<file path="config.mk">
export PLATFORM = sky130hd
export DESIGN_NAME = cosine_ci_ctrl
export DESIGN_NICKNAME = d
export VERILOG_FILES = /design/src/rtl/cosine_ci_ctrl.sv
export SDC_FILE = /design/constraint.sdc
export NUM_CORES = 1
export LEC_CHECK = 0
export ABC_AREA = 1
export BUFFER_PORTS_ARGS = -buffer_cell sky130_fd_sc_hd__buf_2
export CORE_UTILIZATION = 53
export DETAILED_ROUTE_END_ITERATION = 6
export PLACE_DENSITY = 0.85
export SETUP_SLACK_MARGIN = 0.2
export SLEW_MARGIN = 20
export SYNTH_ARGS = -nofsm -noshare
export SYNTH_HDL_FRONTEND = slang
export SYNTH_SLANG_ARGS = --single-unit
</file>
<file path="constraint.sdc">
create_clock -name clk -period 6.7 [get_ports clk]
set_clock_uncertainty 0.2 [all_clocks]
set_input_delay 0.67 -clock clk [delete_from_list [all_inputs] [get_ports clk]]
set_output_delay 0.67 -clock clk [all_outputs]
set_load 0.05 [all_outputs]
</file>
<file path="src/rtl/cosine_ci_ctrl.sv">
// cosine_ci_ctrl
// Multi-cycle custom-instruction controller in front of the `cosine` stage.
// A request carries one single-precision operand. Operands in [0, 255] (and -0)
// are normalised and driven onto cos_angle. After LATENCY enabled edges the
// float result is captured from cos_result and returned with a one-cycle done
// pulse. Any other operand is answered at once with a canonical quiet NaN and
// err set; such an operand never reaches the cosine stage.
//
// Ports
//   clk, reset   : single rising-edge clock, asynchronous active-high reset
//   clk_en       : global enable; all registers hold while low
//   start, dataa : request strobe and float operand (sampled in IDLE only)
//   done, result : one-enabled-cycle completion pulse and returned float
//   err          : operand was rejected; held until next accepted request
//   busy         : high while a request is in RUN or DONE
//   cos_angle    : registered angle into the cosine stage
//   cos_clk_en   : clk_en forwarded to the cosine stage
//   cos_result   : float output of the cosine stage
module cosine_ci_ctrl #(
   parameter int unsigned LATENCY = 8
) (
   input  logic        clk,
   input  logic        reset,
   input  logic        clk_en,
   input  logic        start,
   input  logic [31:0] dataa,
   output logic        done,
   output logic [31:0] result,
   output logic        err,
   output logic        busy,
   output logic [31:0] cos_angle,
   output logic        cos_clk_en,
   input  logic [31:0] cos_result
);

   typedef enum logic [1:0] {
      IDLE = 2'd0,
      RUN  = 2'd1,
      DONE = 2'd2
   } state_t;

   localparam logic [31:0] QNAN      = 32'h7fc0_0000;
   localparam logic [31:0] MAX_LEGAL = 32'h437f_0000;  // 255.0
   localparam logic [31:0] NEG_ZERO  = 32'h8000_0000;
   localparam logic [7:0]  CNT_INIT  = 8'(LATENCY - 1);

   state_t      state_r, state_s;
   logic [7:0]  cnt_r, cnt_s;
   logic        done_r, done_s;
   logic [31:0] result_r, result_s;
   logic        err_r, err_s;
   logic        busy_r, busy_s;
   logic [31:0] angle_r, angle_s;
   logic        legal_s;
   logic [31:0] norm_s;

   // Operand classification and normalisation. With the sign bit set an
   // unsigned compare against 255.0 always fails, so only -0 needs a special
   // case; every exp=0 encoding (zero or denormal) collapses to +0.
   always_comb begin
      legal_s = (dataa <= MAX_LEGAL) || (dataa == NEG_ZERO);
      if (dataa[30:23] == 8'd0) begin
         norm_s = 32'h0000_0000;
      end else begin
         norm_s = dataa;
      end
   end

   // Next-state and next-register-value logic; every register holds by default.
   always_comb begin
      state_s  = state_r;
      cnt_s    = cnt_r;
      done_s   = done_r;
      result_s = result_r;
      err_s    = err_r;
      angle_s  = angle_r;
      case (state_r)
         IDLE: begin
            if (start && legal_s) begin
               angle_s = norm_s;
               cnt_s   = CNT_INIT;
               err_s   = 1'b0;
               state_s = RUN;
            end else if (start) begin
               result_s = QNAN;
               err_s    = 1'b1;
               done_s   = 1'b1;
               state_s  = DONE;
            end else begin
               state_s = IDLE;
            end
         end
         RUN: begin
            if (cnt_r == 8'd0) begin
               result_s = cos_result;
               done_s   = 1'b1;
               state_s  = DONE;
            end else begin
               cnt_s = cnt_r - 8'd1;
            end
         end
         DONE: begin
            done_s  = 1'b0;
            state_s = IDLE;
         end
         default: begin
            done_s  = 1'b0;
            state_s = IDLE;
         end
      endcase
      // busy is registered from the next state so it rises on the accepting edge
      busy_s = (state_s != IDLE);
   end

   // State and datapath registers, frozen while clk_en is low.
   always_ff @(posedge clk or posedge reset) begin
      if (reset) begin
         state_r  <= IDLE;
         cnt_r    <= 8'd0;
         done_r   <= 1'b0;
         result_r <= 32'h0000_0000;
         err_r    <= 1'b0;
         busy_r   <= 1'b0;
         angle_r  <= 32'h0000_0000;
      end else if (clk_en) begin
         state_r  <= state_s;
         cnt_r    <= cnt_s;
         done_r   <= done_s;
         result_r <= result_s;
         err_r    <= err_s;
         busy_r   <= busy_s;
         angle_r  <= angle_s;
      end else begin
         state_r  <= state_r;
         cnt_r    <= cnt_r;
         done_r   <= done_r;
         result_r <= result_r;
         err_r    <= err_r;
         busy_r   <= busy_r;
         angle_r  <= angle_r;
      end
   end

   assign done       = done_r;
   assign result     = result_r;
   assign err        = err_r;
   assign busy       = busy_r;
   assign cos_angle  = angle_r;
   assign cos_clk_en = clk_en;

endmodule

</file>
Word level (Yosys, flattened, before mapping)
Index checks and enable logic that the tools add are counted.
W data, S select, Z words.
{"block": "totals", "register_bits": 77, "latch_bits": 0, "ramBits": 0, "rom_bits": 0, "inputBits": 68, "output_inout_bits": 68, "wordCells": 46, "mem_count": 0}
{"block": "op_classes", "add_sub_neg": 1, "n_mul": 0, "div_mod_pow": 0, "magnitude_cmp": 1, "n_eq_ne": 7, "n_shift": 0, "mux": 17, "n_bitwise": 0, "reduce_logical": 13}
{"cell": "$mux W32", "count": 4}
{"cell": "$pmux W32 S2", "count": 1}
{"cell": "$eq A32 B32 Y1 const B", "count": 1}
{"cell": "$le A32 B31 Y1 const B", "count": 1}
{"cell": "$logic_not A8 Y1", "count": 2}
{"cell": "$mux W8", "count": 2}
{"cell": "$pmux W8 S2", "count": 1}
{"cell": "$ne A2 B2 Y1 const B", "count": 5}
{"cell": "$reduce_and A4 Y1", "count": 2}
{"cell": "$sub A8 B1 Y8 const B", "count": 1}
{"cell": "$mux W2", "count": 3}
{"cell": "$reduce_and A3 Y1", "count": 2}
{"cell": "$reduce_bool A2 Y1", "count": 3}
{"cell": "$reduce_and A5 Y1", "count": 1}
{"cell": "$mux W1", "count": 4}
{"cell": "$pmux W2 S2", "count": 1}
{"cell": "$eq A2 B1 Y1 const B", "count": 1}
{"cell": "$logic_not A2 Y1", "count": 1}
{"cell": "$pmux W1 S2", "count": 1}
{"cell": "$logic_and A1 B1 Y1", "count": 1}
{"cell": "$logic_or A1 B1 Y1", "count": 1}

Longest topological paths before layout
Gate-level depths: netlist (run 1).
{"block": "depth", "word_depth": 6, "depth_mapped": 13, "ltp_nobuf": 13}

Worst setup path after synthesis (run 1)
OpenSTA, ideal clock, no wires.
{"block": "synth_path", "kind": "input to register", "startpoint": "in dataa[26]", "endpoint": "reg cnt_r[3]", "setup_time_ns": 0.117, "t_arrival_ns": 1.708, "required_time_ns": 6.383, "path_slack_ns": 4.675, "stages": 12, "path_buffers": 0, "path_cell_list": "nor2_1 nand2_1 nor2_1 nand2_1 nand2_1 nand2_1 nand2_2 nand2_1 nand2_2 nand2_4 nand2_1 nand2_1"}
{"block": "synth_via", "elab_chain_cells": 5, "elab_cells_between_ends": 6, "classes_between": "order compare (1); eq/ne (2); reduce/logical (3)"}
{"item": "start, declared", "line_no": "26", "source": "input logic [31:0] dataa,"}
{"item": "$le A32 B31 Y1 or $eq A32 B32 Y1 (tied branches)", "line_no": "61", "source": "legal_s = (dataa <= MAX_LEGAL) || (dataa == NEG_ZERO);"}
{"item": "$logic_or A1 B1 Y1 (*)", "line_no": "61"}
{"item": "$logic_and A1 B1 Y1 (*)", "line_no": "79", "source": "if (start && legal_s) begin"}
{"item": "$ne A2 B2 Y1 (no source line) (*)"}
{"item": "$reduce_and A4 Y1 (no source line) (*)"}
{"item": "end signal, assigned", "line_no": "127", "source": "cnt_r <= cnt_s;"}
{"item": "end signal, assigned", "line_no": "135", "source": "cnt_r <= cnt_r;"}
{"item": "end, declared", "line_no": "48", "source": "logic [7:0] cnt_r, cnt_s;"}
Every way passes the cells marked *; elsewhere a longest branch is shown, timed or not.
A chain may end at the register's enable or synchronous reset.

Final worst setup path (run 1)
{"block": "layout_path", "startpoint": "in dataa[28]", "endpoint": "reg busy_r, in the netlist busy"}
{"block": "layout_via", "elab_chain_cells": 6, "elab_cells_between_ends": 7, "classes_between": "order compare (1); eq/ne (1); mux (2); reduce/logical (3)"}
{"item": "$le A32 B31 Y1 or $eq A32 B32 Y1 (tied branches)", "line_no": "61"}
{"item": "$logic_or A1 B1 Y1 (*)", "line_no": "61"}
{"item": "$logic_and A1 B1 Y1 (*)", "line_no": "79"}
{"item": "$mux W2 (*)", "line_no": "79"}
{"item": "$pmux W2 S2 (*)", "line_no": "77", "source": "case (state_r)"}
{"item": "$reduce_bool A2 Y1 (*)", "line_no": "112", "source": "busy_s = (state_s != IDLE);"}
{"item": "end signal, assigned", "line_no": "131", "source": "busy_r <= busy_s;"}
{"item": "end signal, assigned", "line_no": "139", "source": "busy_r <= busy_r;"}
{"item": "end, declared", "line_no": "52", "source": "logic busy_r, busy_s;"}
Marked as above.

==> results.cfg, run 1 <==
[status]
status = completed

[synth]
syn_area_um2 = 3680
yosys.area.top_type = dfrtp_1
synth_cell_types = 22
yosysSeqAreaShare_pct = 52.3
ys_ff_latch = 77
syn_nets = 554
synth_area_leaders = dfrtp_1 (52%), nand2_1 (20%), nand3_1 (6.4%)
syn_area_per_cell_um2 = 7.61
yosys_warnings = 0
syn_inst = 484
synth_top_area_share_pct = 52.3

[routing]
drcViolationCount = 0
avgRoutedWirePerCell_um = 12.3
wl_um = 8570
via_per_inst = 4.96
vias = 3459
drt_first_pass_iters = 5
initialDrtViolationCount = 172
ant_nets = 0

[global_routing]
antenna_found_initial = 0
grt-ovfl-total = 0
grt_pass1_vias = 3209
grt_start_max_net_pins = 78
grt_pass1_wl_um = 14100
grtUsageTotal_pct = 24.2

[setup_path]
worstSetupEndpointType = flip-flop
cp-start-kind = input pin
cp_cell_sequence = buf_2, nor2_1, nand2_1, nor2_1, nand2_1, nand3_1, nand4_2, nand2_2, inv_1, nand3_1
critPathKind = input pin to flip-flop
cpPeakStageDelay_ns = 0.68
critPathTopFamily = simple AND/OR/NAND/NOR gates
path_buf_inv = 2
critPathArrivalTime_ns = 2.75
slowest_stage = nand4_2
critPathRequiredTime_ns = 6.78
path_max_fanout = 33

[clock_tree]
post_cts_buffers = 0
cts_max_level = 3
cts-buffers-inserted = 9
cts_sinks = 77
cts_tree = built
clockBufferDepth = 2
path_clk_slew_ns = 0.08
cts-root-buf = clkbuf_8
ctsHoldBuffers = 0
insertion_delay_ns = 0.34
cts_resized = 0

[floorplan]
fp.dieH_um = 85.4
io_pins = 136
die_area_um2 = 7290
chipWidth_um = 85.4
initial_utilization_pct = 54.5
core_um2 = 6760
num_rows = 30

[timing]
rsz0062_at_grt = no
tns_ns = 0
period_needed_ns = 2.67
worstMarginPinSlew_ns = 0.947
clock.fmax_mhz = 374
setup_viol = 0
hold_violations = 0
fin_crit_sh_pct = 39.9
max_slew_margin_pct = 36.9
finalMaxSlewViolations = 0

[power_and_ir_drop]
powerDensity_nw_per_um2 = 494
ir_worst_vdd_mv = 0.262
p_leak_nw = 2.78
report.power.total_w = 0.00227

[job]
maxCapViolCount = 0

[layout]
layout.nets = 683
drive_gt1_share_pct = 28.2
fillers = 530
area_growth_pct = 24.9
n_antenna_cell = 0

[min_path]
hold_path_class = flip-flop to flip-flop

[place]
place_congestion = 0.842
dp_hpwl_um = 6090
io_buffers = 135
## placed cells by master, fill, tap and decap left out, types with 2 or more instances in the layout
cell | netlist | layout
nor2_1 | 58 | 58
buf_2 | 7 | 135
inv_2 | 2 | 3
buf_4 | 3 | 2
xor2_1 | 4 | 4
nand2_1 | 201 | 201
bufinv_16 | 0 | 2
a21oi_1 | 4 | 4
or2_2 | 10 | 10
clkinv_4 | 0 | 2
inv_1 | 44 | 43
nand2_2 | 3 | 3
clkbuf_8 | 0 | 9
dfrtp_1 | 77 | 77
ha_1 | 2 | 2
nand3_1 | 47 | 47
o21ai_0 | 3 | 3
nand4_1 | 4 | 4
clkinvlp_4 | 0 | 3
## logic make-up (layout without fill, tap and decap cells)
| family | count (synthesis) | count (layout) | synth area share (%) |
|---|---|---|---|
| AND/OR/NAND/NOR | 328 | 328 | 37.2 |
| flip-flops | 77 | 77 | 52.3 |
| buffers and inverters | 66 | 200 | 7.88 |
| AO/OA/AOI/OAI | 7 | 7 | 0.951 |
| XOR/XNOR | 4 | 4 | 0.951 |
| adder cells (fa/ha/maj) | 2 | 2 | 0.679 |
## sequential cells by signal, indices dropped and copies added (netlist names)
| signal | count |
|---|---|
| cos_angle | 32 |
| result | 32 |
| cnt_r | 8 |
| state_r | 2 |
| busy | 1 |
| done | 1 |
| err | 1 |
## cell usage after synthesis
master / instances
a21oi_1: 4
buf_2: 7
buf_4: 3
buf_6: 3
clkbuf_1: 7
dfrtp_1: 77
ha_1: 2
inv_1: 44
inv_2: 2
nand2_1: 201
nand2_2: 3
nand2_4: 1
nand3_1: 47
nand3_4: 1
nand4_1: 4
nand4_2: 1
nor2_1: 58
nor3_1: 1
nor4_2: 1
o21ai_0: 3
or2_2: 10
xor2_1: 4
## final timing paths
kind / from / endpoint / slack [ns] / cells after the start
max reg2reg: state_r[1] / busy / 4.03 / 5
min in group asynchronous: reset / result[0] / 0.40 / 3
max: dataa[28] / busy / 4.03 / 10
min: cos_angle[31] / cos_angle[31] / 0.27 / 2
min reg2reg: cos_angle[31] / cos_angle[31] / 0.27 / 2
max in group asynchronous: reset / cos_angle[8] / 5.29 / 3
## worst min-delay path, cell delays in order (launching register included)
cell and delay (ns):
dfrtp_1 0.35, nand2_1 0.05, inv_1 0.04
## power breakdown
| part | internal, W | total (W) | switching, W |
|---|---|---|---|
| combinational | 0.000254 | 0.00113 | 0.000880 |
| clock | 0.000211 | 0.000389 | 0.000179 |
| sequential | 0.000647 | 0.000751 | 0.000104 |
| total | 0.00111 | 0.00227 | 0.00116 |
## final cells by class
| cell class | instances | area, um2 | share of cell area (%) |
|---|---|---|---|
| clock buffers | 9 | 124 | 2.69 |
| clock inverters | 7 | 100 | 2.18 |
| inverters | 46 | 173 | 3.75 |
| multi-input cells | 341 | 1480 | 32.1 |
| flip-flops and latches | 77 | 1930 | 41.9 |
| well taps | 80 | 100 | 2.18 |
| repair buffers | 138 | 702 | 15.3 |
## stage by stage
stage / instances / utilization (%) / setup WS (ns) / instance area, um2 / hold slack (ns)
2_1_floorplan: 484 / - / 3.86 / 3680 / 0.264
3_3_place_gp: 681 / 64.6 / 3.72 / 4370 / 0.246
3_5_place_dp: 681 / 64.6 / 3.64 / 4370 / 0.247
4_1_cts: 697 / 67.9 / 4.01 / 4590 / 0.268
5_1_grt: 698 / 68.1 / 3.73 / 4600 / 0.297
6_report: 698 / 68.1 / 4.03 / 4600 / 0.270
## metal layers
metal	part of all wire [%]	track usage, %	up-vias
met1	42	28.4	1622
met4	1.7	8.94	0
met3	4.3	4.28	13
met5	0	0	-
li1	-	-	1728
met2	52	44.4	96
(Power assumes the default switching activity.)
==> inputs of run 2 (changes only) <==
--- a/config.mk
+++ b/config.mk
@@ -7,9 +7,9 @@
 export LEC_CHECK = 0
 export ABC_AREA = 1
 export BUFFER_PORTS_ARGS = -buffer_cell sky130_fd_sc_hd__buf_2
-export CORE_UTILIZATION = 53
+export CORE_UTILIZATION = 45
 export DETAILED_ROUTE_END_ITERATION = 6
-export PLACE_DENSITY = 0.85
+export PLACE_DENSITY = 0.77
 export SETUP_SLACK_MARGIN = 0.2
 export SLEW_MARGIN = 20
 export SYNTH_ARGS = -nofsm -noshare
==> constraint.sdc (replaced) <==
create_clock -name clk -period 2.2 [get_ports clk]
set_clock_uncertainty 0.2 [all_clocks]
set_input_delay 0.22 -clock clk [delete_from_list [all_inputs] [get_ports clk]]
set_output_delay 0.22 -clock clk [all_outputs]
set_load 0.05 [all_outputs]
==> run 2 against run 1 <==
  * Highest routed layer unchanged
  * Worst hold slack got worse by 0.27 ns
  * Total power increased to 3.1 times the previous value
  * Critical endpoint is now cos_angle[23]
  * Worst setup slack got worse by 3.9 ns
  * Global-route usage increased by 0.38 points
  * Critical path depth increased by 2
==> results.cfg, run 2 (same netlist as run 1, synthesis figures left out) <==
[status]
status = completed

[timing]
max_slew_margin_pct = 64.2
fin_crit_sh_pct = 96.2
tns_ns = 0
finalMaxSlewViolations = 0
setup_viol = 0
clock.fmax_mhz = 472
rsz0062_at_grt = yes
hold_violations = 0
period_needed_ns = 2.12
worstMarginPinSlew_ns = 0.533

[global_routing]
grt_pass1_wl_um = 16600
globalRouteMet3Util_pct = 3.86
gr-usage-met2_pct = 41.2
grtUsageTotal_pct = 24.6
antenna_found_initial = 0
busiest_layer = met2
grt_pass1_vias = 3650
grt-ovfl-total = 0
gr-usage-met1_pct = 31.3
grt_start_max_net_pins = 78

[power_and_ir_drop]
power_frac_clock_pct = 13.3
p_comb_share_pct = 53.3
internal_power_w = 0.00336
powerDensity_nw_per_um2 = 1250
p_leak_nw = 3.28
report.power.total_w = 0.00702
ir_worst_vdd_mv = 0.607
power.switching_w = 0.00366
p_seq_share_pct = 33.4
p_sw_share_pct = 52.1

[clock_tree]
path_clk_slew_ns = 0.08
insertion_delay_ns = 0.34
cts-root-buf = clkbuf_8
cts_tree = built
clockBufferDepth = 2
cts-buffers-inserted = 9
cts_max_level = 3
cts_sinks = 77

[setup_path]
path_max_fanout = 7
critPathRequiredTime_ns = 2.28
cp-start-kind = input pin
cpPeakStageDelay_ns = 0.53
cp_cell_sequence = dlygate4sd3_1, buf_2, nor2_1, nand4_1, nor2_1, nand2_2, nand2_4, nand3_4, inv_8, clkbuf_16, nand2_2, nand2_1
critPathArrivalTime_ns = 2.20
worstSetupEndpointType = flip-flop
critPathKind = input pin to flip-flop
slowest_stage = dlygate4sd3_1

[routing]
initialDrtViolationCount = 264
wl_um = 11600
ant_nets = 0
avgRoutedWirePerCell_um = 14.5
vias = 3965
via_per_inst = 4.97
drcViolationCount = 0
drt_first_pass_iters = 5

[floorplan]
die_area_um2 = 8550
fp.dieH_um = 92.5
io_pins = 136
initial_utilization_pct = 47.2
chipWidth_um = 92.5
num_rows = 32
core_um2 = 7810

[min_path]
hold_path_class = input pin to flip-flop

[layout]
drive_gt1_share_pct = 32.5
fin_util_pct = 72.1
mostFrequentLayoutCells = nand2_1 (182), buf_2 (134), dfrtp_1 (77)
layout.nets = 761
finalNonFillerCells = 797
n_antenna_cell = 0
area_growth_pct = 52.8
final_common_cell = nand2_1

[place]
place_congestion = 0.813
dp.cells = 710
io_buffers = 135
dp_hpwl_um = 6470

[job]
maxCapViolCount = 0
==> run 2: cell types whose count changed in the layout (fill, tap and decap cells not counted), sizes merged <==
| cell | previous run | this run |
|---|---|---|
| buf | 138 | 154 |
| bufinv | 2 | 0 |
| dlygate4sd3 | 0 | 44 |
| clkbuf | 9 | 16 |
| dlymetal6s4s | 0 | 12 |
==> run 2: timing repair <==
item | 4_1_cts | 5_1_grt
gates resized for setup | 0 | 63
buffers inserted | 0 | 8
hold buffers | 55 | 1
endpoints found under the hold margin | 131 | 1
setup endpoints to repair | 0 | 75
==> run 2: final timing paths <==
check | start | to | slack [ns] | depth (start not counted)
min in group asynchronous | reset | cos_angle[29] | 0.35 | 4
worst min-delay path | dataa[14] | cos_angle[14] | 0.003 | 5
max in group asynchronous | reset | cos_angle[9] | 1.13 | 4
worst max register to register | cnt_r[0] | result[27] | 0.40 | 8
worst max-delay path | dataa[7] | cos_angle[23] | 0.08 | 12
worst min register to register | cos_angle[12] | cos_angle[12] | 0.28 | 2
==> run 2: critical path: cells and delay by family <==
family,cells,cell delay [ns]
and+or+nand+nor,8,0.98
buffers and inverters,4,0.99
==> run 2: per-stage QoR <==
step	setup slack, ns	hold WS (ns)	cell area [um2]
5_1_grt	0.0570	0.00561	5630
6_report	0.0829	0.00281	5630
4_1_cts	0.209	0.000360	5220
3_5_place_dp	0.240	0.173	4500
3_3_place_gp	0.282	0.167	4500
2_1_floorplan	0.464	0.130	3690
==> run 2: power by group through the flow <==
stage / registers [W] / clock network (W) / logic (W)
final: 0.00235 / 0.000935 / 0.00374
after global routing: 0.00241 / 0.00102 / 0.00399
after global placement: 0.00231 / 0 / 0.00342
after detailed placement: 0.00233 / 0 / 0.00349
after floorplan: 0.00406 / 0 / 0.000865
after CTS: 0.00231 / 0.000952 / 0.00357
==> run 2: cell type report <==
| type | count | area, um2 |
|---|---|---|
| clock buffer | 11 | 141 |
| clock inverter | 4 | 25.0 |
| fill | 547 | 2180 |
| inverter | 46 | 184 |
| multi-input combinational | 341 | 1590 |
| sequential | 77 | 1930 |
| tap | 102 | 128 |
| timing repair buffer | 215 | 1630 |
| timing repair inverter | 1 | 6.26 |
==> run 2: metal layers <==
layer | wire length [um] | share of wire [%] | up-vias
li1 | - | - | 1878
met1 | 4420 | 38 | 1857
met2 | 6040 | 52 | 186
met3 | 666 | 5.8 | 44
met4 | 442 | 3.8 | 0
met5 | 0 | 0 | -
==> inputs of run 3 (changes only) <==
--- a/config.mk
+++ b/config.mk
@@ -7,9 +7,12 @@
 export LEC_CHECK = 0
 export ABC_AREA = 1
 export BUFFER_PORTS_ARGS = -buffer_cell sky130_fd_sc_hd__buf_2
-export CORE_UTILIZATION = 45
+export CELL_PAD_IN_SITES_DETAIL_PLACEMENT = 0
+export CELL_PAD_IN_SITES_GLOBAL_PLACEMENT = 1
+export CORE_UTILIZATION = 31
 export DETAILED_ROUTE_END_ITERATION = 6
-export PLACE_DENSITY = 0.77
+export PLACE_DENSITY_LB_ADDON = 0.1
+export REMOVE_ABC_BUFFERS = 1
 export SETUP_SLACK_MARGIN = 0.2
 export SLEW_MARGIN = 20
 export SYNTH_ARGS = -nofsm -noshare
==> run 3 against run 2 <==
  * The run now ends with DRC left
  * Largest power group unchanged
  * Flip-flop and latch count unchanged
  * Fmax increased by 19%
  * Sequential power decreased by 3%
  * Total power increased by 3.3%
  * Sequential share of layout area increased by 1.5 points
  * Highest routed layer unchanged
==> results.cfg, run 3 (same netlist as run 1, synthesis figures left out) <==
[status]
status = finished with violations
violations = DRC

[timing]
rsz0062_at_grt = no
finalMaxSlewViolations = 0
max_slew_margin_pct = 63.6
worstMarginPinSlew_ns = 0.546
fin_crit_sh_pct = 81.0
worst_hold_slack_ns = 0.0120
hold_violations = 0
clock.fmax_mhz = 561
setup_viol = 0
period_needed_ns = 1.78

[min_path]
hold_path_class = input pin to flip-flop

[layout]
fin_util_pct = 46.8
layout.nets = 744
mostFrequentLayoutCells = nand2_1 (201), buf_2 (135), dfrtp_1 (77)
multi_input_area_um2 = 1490
final_common_cell = nand2_1
n_antenna_cell = 0
area_growth_pct = 46.3
ff_latch_area_um2 = 1930
drive_gt1_share_pct = 27.2
fillers = 1191

[setup_path]
slowest_stage = dfrtp_1
cp-start-kind = flip-flop
cpPeakStageDelay_ns = 0.40
critPathKind = flip-flop to flip-flop
cp_cell_sequence = inv_1, ha_1, nand4_1, inv_1, nand3_2, buf_8, nand3_1, nand2_1
path_max_fanout = 28
path_buf_inv = 3
crit_top_cell = inv_1
worstSetupEndpointType = flip-flop
critPathRequiredTime_ns = 2.22
critPathTopFamily = buffers and inverters
critPathArrivalTime_ns = 1.80

[global_routing]
grtUsageTotal_pct = 17.0
antenna_found_initial = 0
grt_start_max_net_pins = 50
grt_pass1_vias = 3405
grt_pass1_wl_um = 16800
grt-ovfl-total = 0

[power_and_ir_drop]
ir_worst_vdd_mv = 0.521
p_leak_nw = 3.09
powerDensity_nw_per_um2 = 1340

[floorplan]
chipWidth_um = 111
num_rows = 39
initial_utilization_pct = 32.0
die_area_um2 = 12300
core_um2 = 11500
io_pins = 136
fp.dieH_um = 111

[clock_tree]
clockBufferDepth = 2
cts_sinks = 77
path_clk_slew_ns = 0.06
cts_max_level = 3
post_cts_buffers = 0
insertion_delay_ns = 0.33
cts_tree = built
cts-buffers-inserted = 9
cts-root-buf = clkbuf_16

[routing]
initialDrtViolationCount = 161
via_per_inst = 4.33
avgRoutedWirePerCell_um = 12.0
wl_um = 9890
vias = 3561
drt_first_pass_iters = 6
ant_nets = 0
drcViolationCount = 18

[place]
dp_hpwl_um = 6680
io_buffers = 135
place_congestion = 0.760

[job]
maxCapViolCount = 0
[run 3: cell type report]
cell class | count | share of cell area (%)
multi-input cells | 341 | 27.6
inverters | 46 | 3.23
clock inverters | 7 | 1.07
clock buffers | 9 | 4.18
well taps | 143 | 3.32
repair buffers | 199 | 24.9
flip-flops and latches | 77 | 35.7
[run 3: per-stage QoR]
stage | area (um2) | std cells | setup slack (ns) | setup TNS (ns) | total power [W]
after floorplan | 3570 | 464 | -0.245 | -20.01 | 0.00490
after global placement | 4570 | 754 | 0.310 | 0 | 0.00580
after detailed placement | 4570 | 754 | 0.203 | 0 | 0.00582
after CTS | 5380 | 822 | 0.333 | 0 | 0.00734
after global routing | 5390 | 822 | 0.223 | 0 | 0.00771
final | 5390 | 822 | 0.417 | 0 | 0.00725
[run 3: final timing paths]
path	slack, ns	cells after the start	from	end
max	0.42	8	cnt_r[0]	result[1]
min reg2reg	0.27	2	done	done
min	0.01	5	dataa[21]	cos_angle[21]
max in group asynchronous	0.90	4	reset	err
max reg2reg	0.42	8	cnt_r[0]	result[1]
min in group asynchronous	0.26	3	reset	cos_angle[0]
[run 3: layer usage]
metal	vias to the layer above	GRT usage, %	wire length (um)
li1	1850	-	-
met3	12	3.83	503
met4	0	4.86	114
met2	87	27.7	4570
met1	1612	22.7	4700
met5	-	0	0
[run 3: tightest hold or removal path, delay by kind of cell]
kind	cells	cell delay [ns]
and+or+nand+nor	3	0.13
buffers and inverters	2	0.15
[run 3: repair_timing]
action | in CTS | in global routing
hold endpoints to repair | 79 | 0
hold buffers | 52 | 0
setup endpoints to repair | 0 | 31
gates resized for setup | 0 | 5
[run 3: where the power goes]
part / internal, W / switching, W / leakage, nW
combinational: 0.000876 / 0.00268 / 1.97
clock: 0.000782 / 0.000624 / 0.135
sequential: 0.00197 / 0.000315 / 0.990
